$ cat config.mk
export PLATFORM = sky130hd
export DESIGN_NAME = ftdi_io_dec_seq_flat
export DESIGN_NICKNAME = d
export VERILOG_FILES = /design/src/rtl/ftdi_io_dec_seq_if.sv /design/src/rtl/ftdi_io_dec_seq.sv /design/src/flat_wrapper.sv
export SDC_FILE = /design/constraint.sdc
export NUM_CORES = 1
export LEC_CHECK = 0
export CAP_MARGIN = 40
export CORE_ASPECT_RATIO = 0.9
export CORE_MARGIN = 2
export CORE_UTILIZATION = 40
export DETAILED_ROUTE_END_ITERATION = 16
export GPL_TIMING_DRIVEN = 0
export PLACE_DENSITY = 0.69
export SLEW_MARGIN = 15
export SYNTH_ARGS = -nofsm -noshare
export SYNTH_HDL_FRONTEND = slang
export SYNTH_SLANG_ARGS = --single-unit
$ cat constraint.sdc
create_clock -name AClkH -period 1.6 [get_ports AClkH]
set_input_delay 0.4 -clock AClkH [delete_from_list [all_inputs] [get_ports AClkH]]
set_output_delay 0.4 -clock AClkH [all_outputs]
set_load 0.01 [all_outputs]
$ cat src/rtl/ftdi_io_dec_seq_if.sv
// Signal bundle between the FTDI serial-in decoder sequencer and its environment.
// The master side drives control and data. The slave side is the sequencer, which drives strobes and the byte buffer.
interface ftdi_io_dec_seq_if #(
   parameter int CBits   = 8,
   parameter int CDivLen = 8
);
   logic               AEnable;
   logic [CDivLen-1:0] ADivI;
   logic               ASyncI;
   logic               AShiftEn;
   logic               ALatchEn;
   logic [CBits-1:0]   ADataI;
   logic [CBits-1:0]   AByteO;
   logic               AValidO;
   logic               AReadyI;
   logic               AOvfO;
   logic               AOvfClr;
   logic               ABusyO;

   modport master (
      output AEnable, ADivI, ASyncI, ADataI, AReadyI, AOvfClr,
      input  AShiftEn, ALatchEn, AByteO, AValidO, AOvfO, ABusyO
   );

   modport slave (
      input  AEnable, ADivI, ASyncI, ADataI, AReadyI, AOvfClr,
      output AShiftEn, ALatchEn, AByteO, AValidO, AOvfO, ABusyO
   );
endinterface

$ cat src/rtl/ftdi_io_dec_seq.sv
// Shift/latch strobe sequencer and 1-entry byte buffer for the FTDI serial-in decoder.
// Build macro FTDI_IO_DEC_SEQ_AUTOSYNC_EN: frames run back-to-back after the first sync.
module ftdi_io_dec_seq #(
   parameter int CBits   = 8,
   parameter int CDivLen = 8
) (
   input logic              AClkH,
   input logic              AResetH,
   ftdi_io_dec_seq_if.slave io
);
   // state    | meaning
   // SIdle    | stopped, waiting for AEnable
   // SWait    | enabled, waiting for ASyncI
   // SShift   | divider running, one AShiftEn per bit period
   // SLatch   | single ALatchEn strobe
   // SCapture | latched byte offered to the output buffer

   localparam int CBitW = (CBits > 1) ? $clog2(CBits) : 1;
   localparam logic [CBitW-1:0]   CLastBit = CBitW'(CBits - 1);
   localparam logic [CBitW-1:0]   CBitOne  = CBitW'(1);
   localparam logic [CDivLen-1:0] CDivOne  = CDivLen'(1);

   typedef enum logic [2:0] {
      SIdle,
      SWait,
      SShift,
      SLatch,
      SCapture
   } tState;

   tState              state, stateNext;
   logic [CDivLen-1:0] divCnt, divCntNext;
   logic [CDivLen-1:0] divLat, divLatNext;
   logic [CBitW-1:0]   bitCnt, bitCntNext;
   logic               tick;
   logic               capture;
   logic               load;
   logic               overrun;
   logic [CBits-1:0]   byteBuf;
   logic               validBuf;
   logic               ovfBuf;

   always_ff @(posedge AClkH) begin
      if (AResetH) begin
         state  <= SIdle;
         divCnt <= '0;
         bitCnt <= '0;
         divLat <= '0;
      end else begin
         state  <= stateNext;
         divCnt <= divCntNext;
         bitCnt <= bitCntNext;
         divLat <= divLatNext;
      end
   end

   always_comb begin
      stateNext  = state;
      divCntNext = divCnt;
      bitCntNext = bitCnt;
      divLatNext = divLat;
      tick       = 1'b0;
      case (state)
         SIdle: begin
            if (io.AEnable) stateNext = SWait;
         end
         SWait: begin
            if (!io.AEnable) begin
               stateNext = SIdle;
            end else if (io.ASyncI) begin
               stateNext  = SShift;
               divCntNext = '0;
               bitCntNext = '0;
               divLatNext = io.ADivI;
            end
         end
         SShift: begin
            tick = (divCnt == divLat);
            if (tick) begin
               divCntNext = '0;
               bitCntNext = bitCnt + CBitOne;
               if (bitCnt == CLastBit) stateNext = SLatch;
            end else begin
               divCntNext = divCnt + CDivOne;
            end
         end
         SLatch: begin
            stateNext = SCapture;
         end
         SCapture: begin
`ifdef FTDI_IO_DEC_SEQ_AUTOSYNC_EN
            if (io.AEnable) begin
               stateNext  = SShift;
               divCntNext = '0;
               bitCntNext = '0;
               divLatNext = io.ADivI;
            end else begin
               stateNext = SIdle;
            end
`else
            stateNext = io.AEnable ? SWait : SIdle;
`endif
         end
         default: begin
            stateNext = SIdle;
         end
      endcase
   end

   // A full buffer is only replaced when the consumer takes the old byte in the same cycle.
   assign capture = (state == SCapture);
   assign load    = capture && (!validBuf || io.AReadyI);
   assign overrun = capture && validBuf && !io.AReadyI;

   always_ff @(posedge AClkH) begin
      if (AResetH) begin
         byteBuf  <= '0;
         validBuf <= 1'b0;
         ovfBuf   <= 1'b0;
      end else begin
         if (load) begin
            byteBuf  <= io.ADataI;
            validBuf <= 1'b1;
         end else if (validBuf && io.AReadyI) begin
            validBuf <= 1'b0;
         end
         if (overrun) begin
            ovfBuf <= 1'b1;
         end else if (io.AOvfClr) begin
            ovfBuf <= 1'b0;
         end
      end
   end

   assign io.AShiftEn = tick;
   assign io.ALatchEn = (state == SLatch);
   assign io.ABusyO   = (state == SShift) || (state == SLatch) || (state == SCapture);
   assign io.AByteO   = byteBuf;
   assign io.AValidO  = validBuf;
   assign io.AOvfO    = ovfBuf;

endmodule

$ cat src/flat_wrapper.sv
// flat-port wrapper written by rule: the top's interface ports become plain ports
module ftdi_io_dec_seq_flat 
#(
   parameter int CBits   = 8,
   parameter int CDivLen = 8
)
  (AClkH, AResetH, io_AEnable, io_ADivI, io_ASyncI, io_ADataI, io_AReadyI, io_AOvfClr, io_AShiftEn, io_ALatchEn, io_AByteO, io_AValidO, io_AOvfO, io_ABusyO);
  ftdi_io_dec_seq_if #(.CBits(CBits), .CDivLen(CDivLen)) io_i ();
  input logic AClkH;
  input logic AResetH;
  input wire logic [$bits(io_i.AEnable)-1:0] io_AEnable;
  input wire logic [$bits(io_i.ADivI)-1:0] io_ADivI;
  input wire logic [$bits(io_i.ASyncI)-1:0] io_ASyncI;
  input wire logic [$bits(io_i.ADataI)-1:0] io_ADataI;
  input wire logic [$bits(io_i.AReadyI)-1:0] io_AReadyI;
  input wire logic [$bits(io_i.AOvfClr)-1:0] io_AOvfClr;
  output wire logic [$bits(io_i.AShiftEn)-1:0] io_AShiftEn;
  output wire logic [$bits(io_i.ALatchEn)-1:0] io_ALatchEn;
  output wire logic [$bits(io_i.AByteO)-1:0] io_AByteO;
  output wire logic [$bits(io_i.AValidO)-1:0] io_AValidO;
  output wire logic [$bits(io_i.AOvfO)-1:0] io_AOvfO;
  output wire logic [$bits(io_i.ABusyO)-1:0] io_ABusyO;
  assign io_i.AEnable = io_AEnable;
  assign io_i.ADivI = io_ADivI;
  assign io_i.ASyncI = io_ASyncI;
  assign io_i.ADataI = io_ADataI;
  assign io_i.AReadyI = io_AReadyI;
  assign io_i.AOvfClr = io_AOvfClr;
  assign io_AShiftEn = io_i.AShiftEn;
  assign io_ALatchEn = io_i.ALatchEn;
  assign io_AByteO = io_i.AByteO;
  assign io_AValidO = io_i.AValidO;
  assign io_AOvfO = io_i.AOvfO;
  assign io_ABusyO = io_i.ABusyO;
  ftdi_io_dec_seq #(.CBits(CBits), .CDivLen(CDivLen)) u_core (.AClkH(AClkH), .AResetH(AResetH), .io(io_i));
endmodule
# Yosys cells after proc, flatten, opt, wreduce, memory -nomap -nowiden

Index checks and enable logic that the tools add are counted.

$add $sub $neg: 2
Multipliers: 0
Div/mod/pow operators: 0
$lt $le $gt $ge: 0
Equal/unequal tests: 12
Shifts and indexed selects: 0
Multiplexer cells: 20
Bitwise logic cells: 0
Reduce and logical (&&, ||, !) cells: 17

Operators by type and width:

| cell                | number |
|---|---|
| $mux 3              | 8 |
| $mux 8              | 3 |
| $pmux 8 s2          | 1 |
| $pmux 3 s5          | 1 |
| $add 8x1->8 const B | 1 |
| $eq 8x8->1          | 1 |
| $reduce_and 4->1    | 2 |
| $eq 3x2->1 const B  | 2 |
| $eq 3x3->1 const B  | 2 |
| $mux 1              | 6 |
| $ne 2x2->1 const B  | 3 |
| $pmux 3 s2          | 1 |
| $reduce_and 3->1    | 2 |
| $reduce_bool 2->1   | 3 |
| $logic_and 1x1->1   | 4 |
| $ne 2x1->1 const B  | 2 |
| $add 3x1->3 const B | 1 |
| $eq 3x1->1 const B  | 1 |
| $logic_not 3->1     | 1 |
| $logic_or 1x1->1    | 3 |
| $ne 3x3->1 const B  | 1 |
| $logic_not 1->1     | 2 |

Register bits: 32
Bits in latches: 0
Bits in writable memories: 0
Memory bits (read-only): 0
Bits of input ports: 22
Output and inout port bits: 13
Word-level logic and storage cells: 58
Memories: 0

# Logic depth before layout (Yosys ltp)

Gate-level depths: netlist of run 1.

Depth after elaboration: 4
Mapped depth: 5
Depth with buffers taken out: 5

# Worst setup path after synthesis of run 1

No wires, ideal clock.

Kind: register to register
Start point: register u_core.state[0]
End point: register u_core.divCnt[7]
Library setup time: 0.087 ns
Arrival: 1.532 ns
Required time: 1.513 ns
Slack: -0.018 ns
Cell stages (with the launch flop): 6
Path buffers: 1
Period minus slack after synthesis: 1.618 ns
Path through: dfxtp_1 > buf_6 > nand2b_4 > a21o_4 > or4_4 > a221oi_2

Longest elaborated chain between the ends: 3
Elaborated cells between the ends (all ways): 7
Those cells by class: 4 x eq/ne; 1 x mux; 2 x reduce/logical

RTL lines:

| what                                                                    | line                  | source |
|---|---|---|
| from (decl)                                                             | ftdi_io_dec_seq.sv:31 | `tState state, stateNext;` |
| from (signal assigned)                                                  | ftdi_io_dec_seq.sv:45 | `state <= SIdle;` |
| from (signal assigned)                                                  | ftdi_io_dec_seq.sv:50 | `state <= stateNext;` |
| $eq 3x1->1 / $eq 3x2->1 (equally long branches)                         | ftdi_io_dec_seq.sv:63 | `case (state)` |
| $ne 2x2->1 (no source line) / $reduce_bool 2->1 (equally long branches) | n/a                   |  |
| $reduce_and 3->1 (no source line)                                       | n/a                   |  |
| to (signal assigned)                                                    | ftdi_io_dec_seq.sv:51 | `divCnt <= divCntNext;` |
| to (decl)                                                               | ftdi_io_dec_seq.sv:32 | `logic [CDivLen-1:0] divCnt, divCntNext;` |

Parallel ways exist; a longest one is shown, timed or not.
A chain may end at the register's enable or synchronous reset.

# Final worst setup path of run 1

Start point: register u_core.divCnt[1]
End point: output io_AShiftEn

Longest elaborated chain between the ends: 2

RTL lines:

| what       | line                  | source |
|---|---|---|
| $eq 8x8->1 | ftdi_io_dec_seq.sv:78 | `tick = (divCnt == divLat);` |
| $mux 1     | ftdi_io_dec_seq.sv:63 |  |
| to (decl)  | flat_wrapper.sv:17    | `output wire logic [$bits(io_i.AShiftEn)-1:0] io_AShiftEn;` |

Every way passes these cells.

==> results of run 1 <==
## power by group through the flow
stage / Combinational [mW] / Clock, mW / Sequential [mW]
after floorplan: 0.0905 / 0 / 0.835
after global placement: 0.165 / 0 / 0.836
after detailed placement: 0.169 / 0 / 0.837
after CTS: 0.195 / 0.654 / 0.820
after global routing: 0.243 / 0.702 / 0.824
final: 0.227 / 0.640 / 0.823
## final cells by class
| type | count | area share |
|---|---|---|
| inverter | 3 | 0.00485 |
| timing repair buffer | 44 | 0.177 |
| sequential | 32 | 0.286 |
| tap | 46 | 0.0248 |
| clock buffer | 6 | 0.0355 |
| buffer | 7 | 0.0199 |
| clock inverter | 2 | 0.00431 |
| multi-input combinational | 116 | 0.447 |
## kinds of logic (layout without fill, tap and decap cells)
family                     Yosys count  in the layout
and+or+nand+nor                     56             56
DFF                                 32             32
AOI/OAI and AO/OA                   27             28
muxes                               16             16
xor gates and xnor gates            13             13
buffers and inverters               11             62
adders and majority gates            3              3
## worst max-delay path, stage by stage, from the launching register on
cell and delay [ns]:
dfxtp_4 0.37, xnor2_4 0.18, and4_4 0.27, and3_4 0.18, buf_6 0.09
## placed cells by master (no fill, tap or decap), types with 2 or more instances in the layout
cell type	instances
clkdlybuf4s50_1	24
nor2_1	18
dfxtp_1	17
mux2i_1	16
dfxtp_2	13
buf_4	11
nand2_1	9
clkbuf_8	6
xnor2_2	5
nand4_1	5
xnor2_1	5
clkbuf_1	4
a211oi_2	4
a211oi_1	4
dlymetal6s2s_1	4
xnor2_4	3
o211ai_1	3
a31oi_1	3
buf_2	3
nand3_1	3
inv_1	3
ha_1	3
buf_6	2
nand2b_1	2
and4_4	2
o21ai_4	2
nand4b_1	2
a21oi_1	2
a221oi_1	2
clkinv_2	2
dlygate4sd2_1	2
dfxtp_4	2
## repair_timing
| item | 4_1_cts | 5_1_grt |
|---|---|---|
| pin swaps | 6 | 14 |
| setup buffers | 8 | 3 |
| setup endpoints to repair | 20 | 23 |
| gates cloned | 0 | 1 |
| endpoints found under the hold margin | 0 | 0 |
| resized for setup | 43 | 31 |
## stage by stage
stage	hold slack, ns	setup slack, ns
floorplan	0.473	0.00713
global route	0.439	-0.211
finish	0.418	-0.167
global placement	0.477	-0.611
CTS	0.413	-0.177
detailed placement	0.486	-0.621
## cell usage after synthesis, types with 3 or more instances
library cell  instances
a211oi_1              8
o211ai_1              3
a31oi_1               3
and4_1                3
inv_1                 3
dfxtp_1              32
nand3_1               4
xnor2_1              13
nor2_1               20
clkbuf_1              5
nand4_1               5
nand2_1               9
mux2i_1              16
ha_1                  3
## worst min-delay path by stage
stage                                                 from                          endpoint  slack (ns)  cells past startpoint
final                                              AResetH      u_core.state[2]$_SDFFE_PP0P_        0.42                      2
after global routing                               AResetH      u_core.state[2]$_SDFFE_PP0P_        0.44                      2
after CTS                                          AResetH      u_core.state[2]$_SDFFE_PP0P_        0.41                      2
after detailed placement  u_core.io.AByteO[5]$_SDFFE_PP0P_  u_core.io.AByteO[5]$_SDFFE_PP0P_        0.49                      2
after global placement        u_core.io.AOvfO$_SDFFE_PP0P_      u_core.io.AOvfO$_SDFFE_PP0P_        0.48                      2
after floorplan              u_core.bitCnt[1]$_SDFFE_PP0P_     u_core.bitCnt[1]$_SDFFE_PP0P_        0.47                      2
## sequential cells by signal, indices dropped and copies added (netlist names)
name	flops
u_core.bitCnt	3
u_core.divCnt	8
u_core.divLat	8
u_core.io.AByteO	8
u_core.io.AOvfO	1
u_core.io.AValidO	1
u_core.state	3
## routing by layer
metal | track usage | share of wire
met5 | 0 | 0
met4 | 0.0882 | 0.028
met3 | 0.0468 | 0.031
met2 | 0.298 | 0.49
met1 | 0.220 | 0.45
==> flow_metrics.py, run 1 <==
metrics = {
    "status": {
        "outcome": "finished with violations",
        "violations": "setup timing",
    },
    "worst_setup_path": {
        "crit_start": "u_core.divCnt[1]$_SDFFE_PP0P_",
        "rrSetupSlack_ns": -0.02,
        "timing.rr.start": "u_core.divLat[6]$_SDFFE_PP0P_",
        "worst_r2r_endpoint": "u_core.divCnt[1]$_SDFFE_PP0P_",
        "end_kind": "output port",
        "arrival_ns": 1.37,
        "start_kind": "flip-flop",
        "path_class": "reg -> out",
        "path_max_fanout": 5,
        "required_ns": 1.20,
        "reg2reg_depth": 5,
        "crit_end": "io_AShiftEn",
    },
    "sta": {
        "setup_viol_count_final": 7,
        "worst_slew_pin_slew_ns": 0.608,
        "fin_tns_setup_ns": -0.232,
        "drv_slew": 0,
        "max_freq_mhz": 566,
        "fin_skew_ns": 0.00701,
        "min_period_ns": 1.77,
        "grt_setup_unrepaired": "true",
        "fin_crit_sh": 1.10,
        "finalHoldViolCount": 0,
        "slew_headroom": 0.595,
        "worst_slack_ns": -0.167,
    },
    "floorplanning": {
        "ioPinCount": 35,
        "dieArea_um2": 4330,
        "die_width_um": 69.2,
        "core_area_um2": 3700,
        "num_rows": 21,
        "start_util": 0.413,
        "die_y_um": 62.7,
    },
    "logic_synthesis": {
        "synthXorXnorAreaFrac": 0.0745,
        "synth_compound_area_frac": 0.137,
        "ys_seq_area_frac": 0.419,
        "syn_avg_cell_area_um2": 9.68,
        "synth_nets": 183,
        "synthAdderAreaFrac": 0.0245,
        "synth.distinct_cells": 39,
        "syn_area_um2": 1530,
        "ys_top_cells_by_area": "dfxtp_1, mux2i_1, xnor2_1",
        "synth_top_area_share": 0.419,
        "synthMuxAreaShare": 0.105,
        "synth_edf_count": 0,
        "synthSimpleGateAreaFrac": 0.206,
        "postSynthCellCount": 158,
        "ys.flop_type": "dfxtp_1",
        "async_reset_ff_frac": 0,
        "ys_ff_latch": 32,
        "synth-warning-count": 0,
        "synth_top_family_by_area": "simple AND/OR/NAND/NOR gates",
        "yosys.area.top_type": "dfxtp_1",
    },
    "grt": {
        "overflow": 0,
        "grt_max_degree": 11,
        "grt_pass1_wl_mm": 6.22,
        "track_usage": 0.181,
        "antenna_found_initial": 0,
        "grt_pass1_vias": 1332,
    },
    "drt": {
        "ant_nets": 0,
        "drt-vias-per-instance": 5.30,
        "wire_per_inst_um": 15.2,
        "drtIter0Drc": 67,
        "vias": 1358,
        "drtPass1Iterations": 4,
        "drc_errors": 0,
        "routed_wl_mm": 3.88,
    },
    "clock_network": {
        "cts_max_level": 2,
        "cts_buffers": 5,
        "cts.sinks": 32,
        "clkLatencyLatePin_ns": 0.29,
        "postCtsHoldBufs": 0,
        "clk_pin_slew_ns": 0.07,
        "clk_path_buf_depth": 2,
        "cts-root-buf": "clkbuf_8",
        "cts_tree": "yes",
    },
    "placed_design": {
        "hpwl_mm": 2.52,
        "io_buffers": 33,
        "numPlacedInstances": 237,
        "gp_congestion": 0.867,
        "dpl_cell_area_um2": 1920,
    },
    "finish": {
        "multi_input_area_um2": 1040,
        "nNetsFinal": 234,
        "n_antenna_cell": 0,
        "drive_above_1_share": 0.329,
        "final_area_um2": 2320,
        "utilization": 0.627,
        "stdcell_count": 256,
        "num-fill-cells": 301,
        "seqCellArea_um2": 664,
        "syn2layout_area_growth_pct": 52.0,
    },
    "run": {
        "drv_cap": 0,
    },
    "power_and_ir_drop": {
        "cellLeakagePower_nw": 0.969,
        "p_sw_frac": 0.247,
        "netSwitchingPower_mw": 0.417,
        "p_int_mw": 1.27,
        "p_seq_frac": 0.487,
        "peakVddDrop_mv": 0.507,
        "power_mw": 1.69,
        "clkPwrFrac": 0.379,
        "p_per_area_nw_per_um2": 727,
        "pwr-share-comb": 0.134,
    },
    "worst_hold_path": {
        "hold_path_class": "in -> reg",
    },
}
Power figures use the tool's default switching activity.
==> run 2: changes to the inputs <==
--- a/config.mk
+++ b/config.mk
@@ -5,13 +5,13 @@
 export SDC_FILE = /design/constraint.sdc
 export NUM_CORES = 1
 export LEC_CHECK = 0
-export CAP_MARGIN = 40
+export CAP_MARGIN = 10
 export CORE_ASPECT_RATIO = 0.9
 export CORE_MARGIN = 2
 export CORE_UTILIZATION = 40
 export DETAILED_ROUTE_END_ITERATION = 16
+export DONT_BUFFER_PORTS = 1
 export GPL_TIMING_DRIVEN = 0
-export PLACE_DENSITY = 0.69
 export SLEW_MARGIN = 15
 export SYNTH_ARGS = -nofsm -noshare
 export SYNTH_HDL_FRONTEND = slang
==> run 2 against run 1 <==
Effect of this change:
- the flow still finishes with violations (setup timing)
- sequential power about the same
- sequential share of layout area increased by 5.8 points
- wire length decreased by 6.7%
- clock skew about the same
- via count decreased by 11%
- final cell count decreased by 13%
- combinational power decreased by 33%
- count of clock-buffer cells in the layout unchanged
- non-clock buffer count decreased by 33
- highest routed layer unchanged
==> flow_metrics.py, run 2 (synthesis results as in run 1) <==
metrics = {
    "sta": {
        "grt_setup_unrepaired": "true",
        "slew_headroom": 0.648,
        "drv_slew": 0,
        "worst_slack_ns": -0.0583,
        "finalHoldViolCount": 0,
        "worst_slew_pin_slew_ns": 0.528,
        "fin_crit_sh": 1.04,
        "min_period_ns": 1.66,
        "max_freq_mhz": 603,
        "fin_skew_ns": 0.00713,
        "fin_tns_setup_ns": -0.0583,
        "setup_viol_count_final": 1,
    },
    "grt": {
        "antenna_found_initial": 0,
        "grt_pass1_vias": 1221,
        "grt_pass1_wl_mm": 6.01,
        "track_usage": 0.175,
        "grt_max_degree": 11,
        "overflow": 0,
    },
    "floorplanning": {
        "num_rows": 21,
        "dieArea_um2": 4330,
        "die_width_um": 69.2,
        "ioPinCount": 35,
        "core_area_um2": 3700,
        "start_util": 0.413,
        "die_y_um": 62.7,
    },
    "drt": {
        "routed_wl_mm": 3.62,
        "vias": 1215,
        "drtIter0Drc": 81,
        "drtPass1Iterations": 4,
        "wire_per_inst_um": 16.3,
        "drc_errors": 0,
        "ant_nets": 0,
        "drt-vias-per-instance": 5.47,
    },
    "clock_network": {
        "cts_max_level": 2,
        "clk_pin_slew_ns": 0.07,
        "cts_tree": "yes",
        "clk_path_buf_depth": 2,
        "clkLatencyLatePin_ns": 0.28,
        "cts_buffers": 5,
        "postCtsHoldBufs": 0,
        "cts.sinks": 32,
        "cts-root-buf": "clkbuf_8",
    },
    "power_and_ir_drop": {
        "cellLeakagePower_nw": 0.763,
        "peakVddDrop_mv": 0.526,
        "p_per_area_nw_per_um2": 839,
        "power_mw": 1.62,
    },
    "finish": {
        "nNetsFinal": 200,
        "n_antenna_cell": 0,
        "syn2layout_area_growth_pct": 26.4,
        "layout_common_cells": "nor2_1, dfxtp_1, mux2i_1, buf_4, dfxtp_2",
        "drive_above_1_share": 0.358,
    },
    "worst_hold_path": {
        "hold_path_class": "in -> reg",
    },
    "status": {
        "outcome": "finished with violations",
        "violations": "setup timing",
    },
    "worst_setup_path": {
        "path_max_fanout": 4,
        "arrival_ns": 1.26,
        "path_class": "reg -> out",
        "end_kind": "output port",
        "start_kind": "flip-flop",
        "required_ns": 1.20,
    },
    "run": {
        "drv_cap": 0,
    },
    "placed_design": {
        "io_buffers": 0,
        "gp_congestion": 0.831,
        "hpwl_mm": 2.49,
    },
}
[run 2: worst max-delay path: stages, from the launching register on]
cell and delay [ns]:
dfxtp_2 0.36, xnor2_2 0.17, and4_4 0.25, and3_4 0.19
[run 2: metrics by stage]
stage | hold slack (ns) | utilization | instance area (um2) | setup slack [ns] | std cells
finish | 0.265 | 0.522 | 1930 | -0.0583 | 222
detailed placement | 0.503 | 0.429 | 1590 | -0.228 | 204
CTS | 0.259 | 0.492 | 1820 | -0.0720 | 218
global placement | 0.486 | 0.429 | 1590 | -0.210 | 204
global route | 0.266 | 0.522 | 1930 | -0.0992 | 222
floorplan | 0.473 | - | 1530 | 0.00713 | 158
[run 2: metal layers]
metal,up-vias,wire length [um],global-route usage,share of wire
li1,606,-,-,-
met1,580,1680,0.229,0.46
met2,25,1770,0.267,0.49
met3,4,154,0.0548,0.042
met4,0,23,0.0760,0.0063
met5,-,0,0,0
[run 2: final timing paths]
| kind | startpoint | end | slack, ns | cells after the start |
|---|---|---|---|---|
| worst max-delay path | u_core.divCnt[4]$_SDFFE_PP0P_ | io_AShiftEn | -0.06 | 3 |
| worst min-delay path | io_ADivI[7] | u_core.divLat[7]$_SDFFE_PP0P_ | 0.26 | 2 |
| worst max register to register | u_core.divCnt[2]$_SDFFE_PP0P_ | u_core.divCnt[7]$_SDFFE_PP0P_ | 0.06 | 4 |
| worst min register to register | u_core.bitCnt[2]$_SDFFE_PP0P_ | u_core.bitCnt[2]$_SDFFE_PP0P_ | 0.51 | 2 |
[run 2: power breakdown]
group / total (mW) / internal (mW) / switching (mW)
Combinational: 0.153 / 0.0729 / 0.0803
Sequential: 0.826 / 0.807 / 0.0194
Clock: 0.642 / 0.343 / 0.299
[run 2: layout make-up]
class	count	area, um2
fill	329	1770
multi-input combinational	115	988
sequential	32	666
timing repair buffer	12	90.1
clock buffer	6	82.6
tap	46	57.6
buffer	6	27.5
inverter	3	11.3
clock inverter	2	10.0
[run 2: what timing repair did]
item                                    in CTS  in global routing
hold endpoints to repair                     0                  0
pin swaps                                    9                 10
gates resized for setup                     29                 21
endpoints found under the setup margin      26                 24
buffers inserted                             7                  6
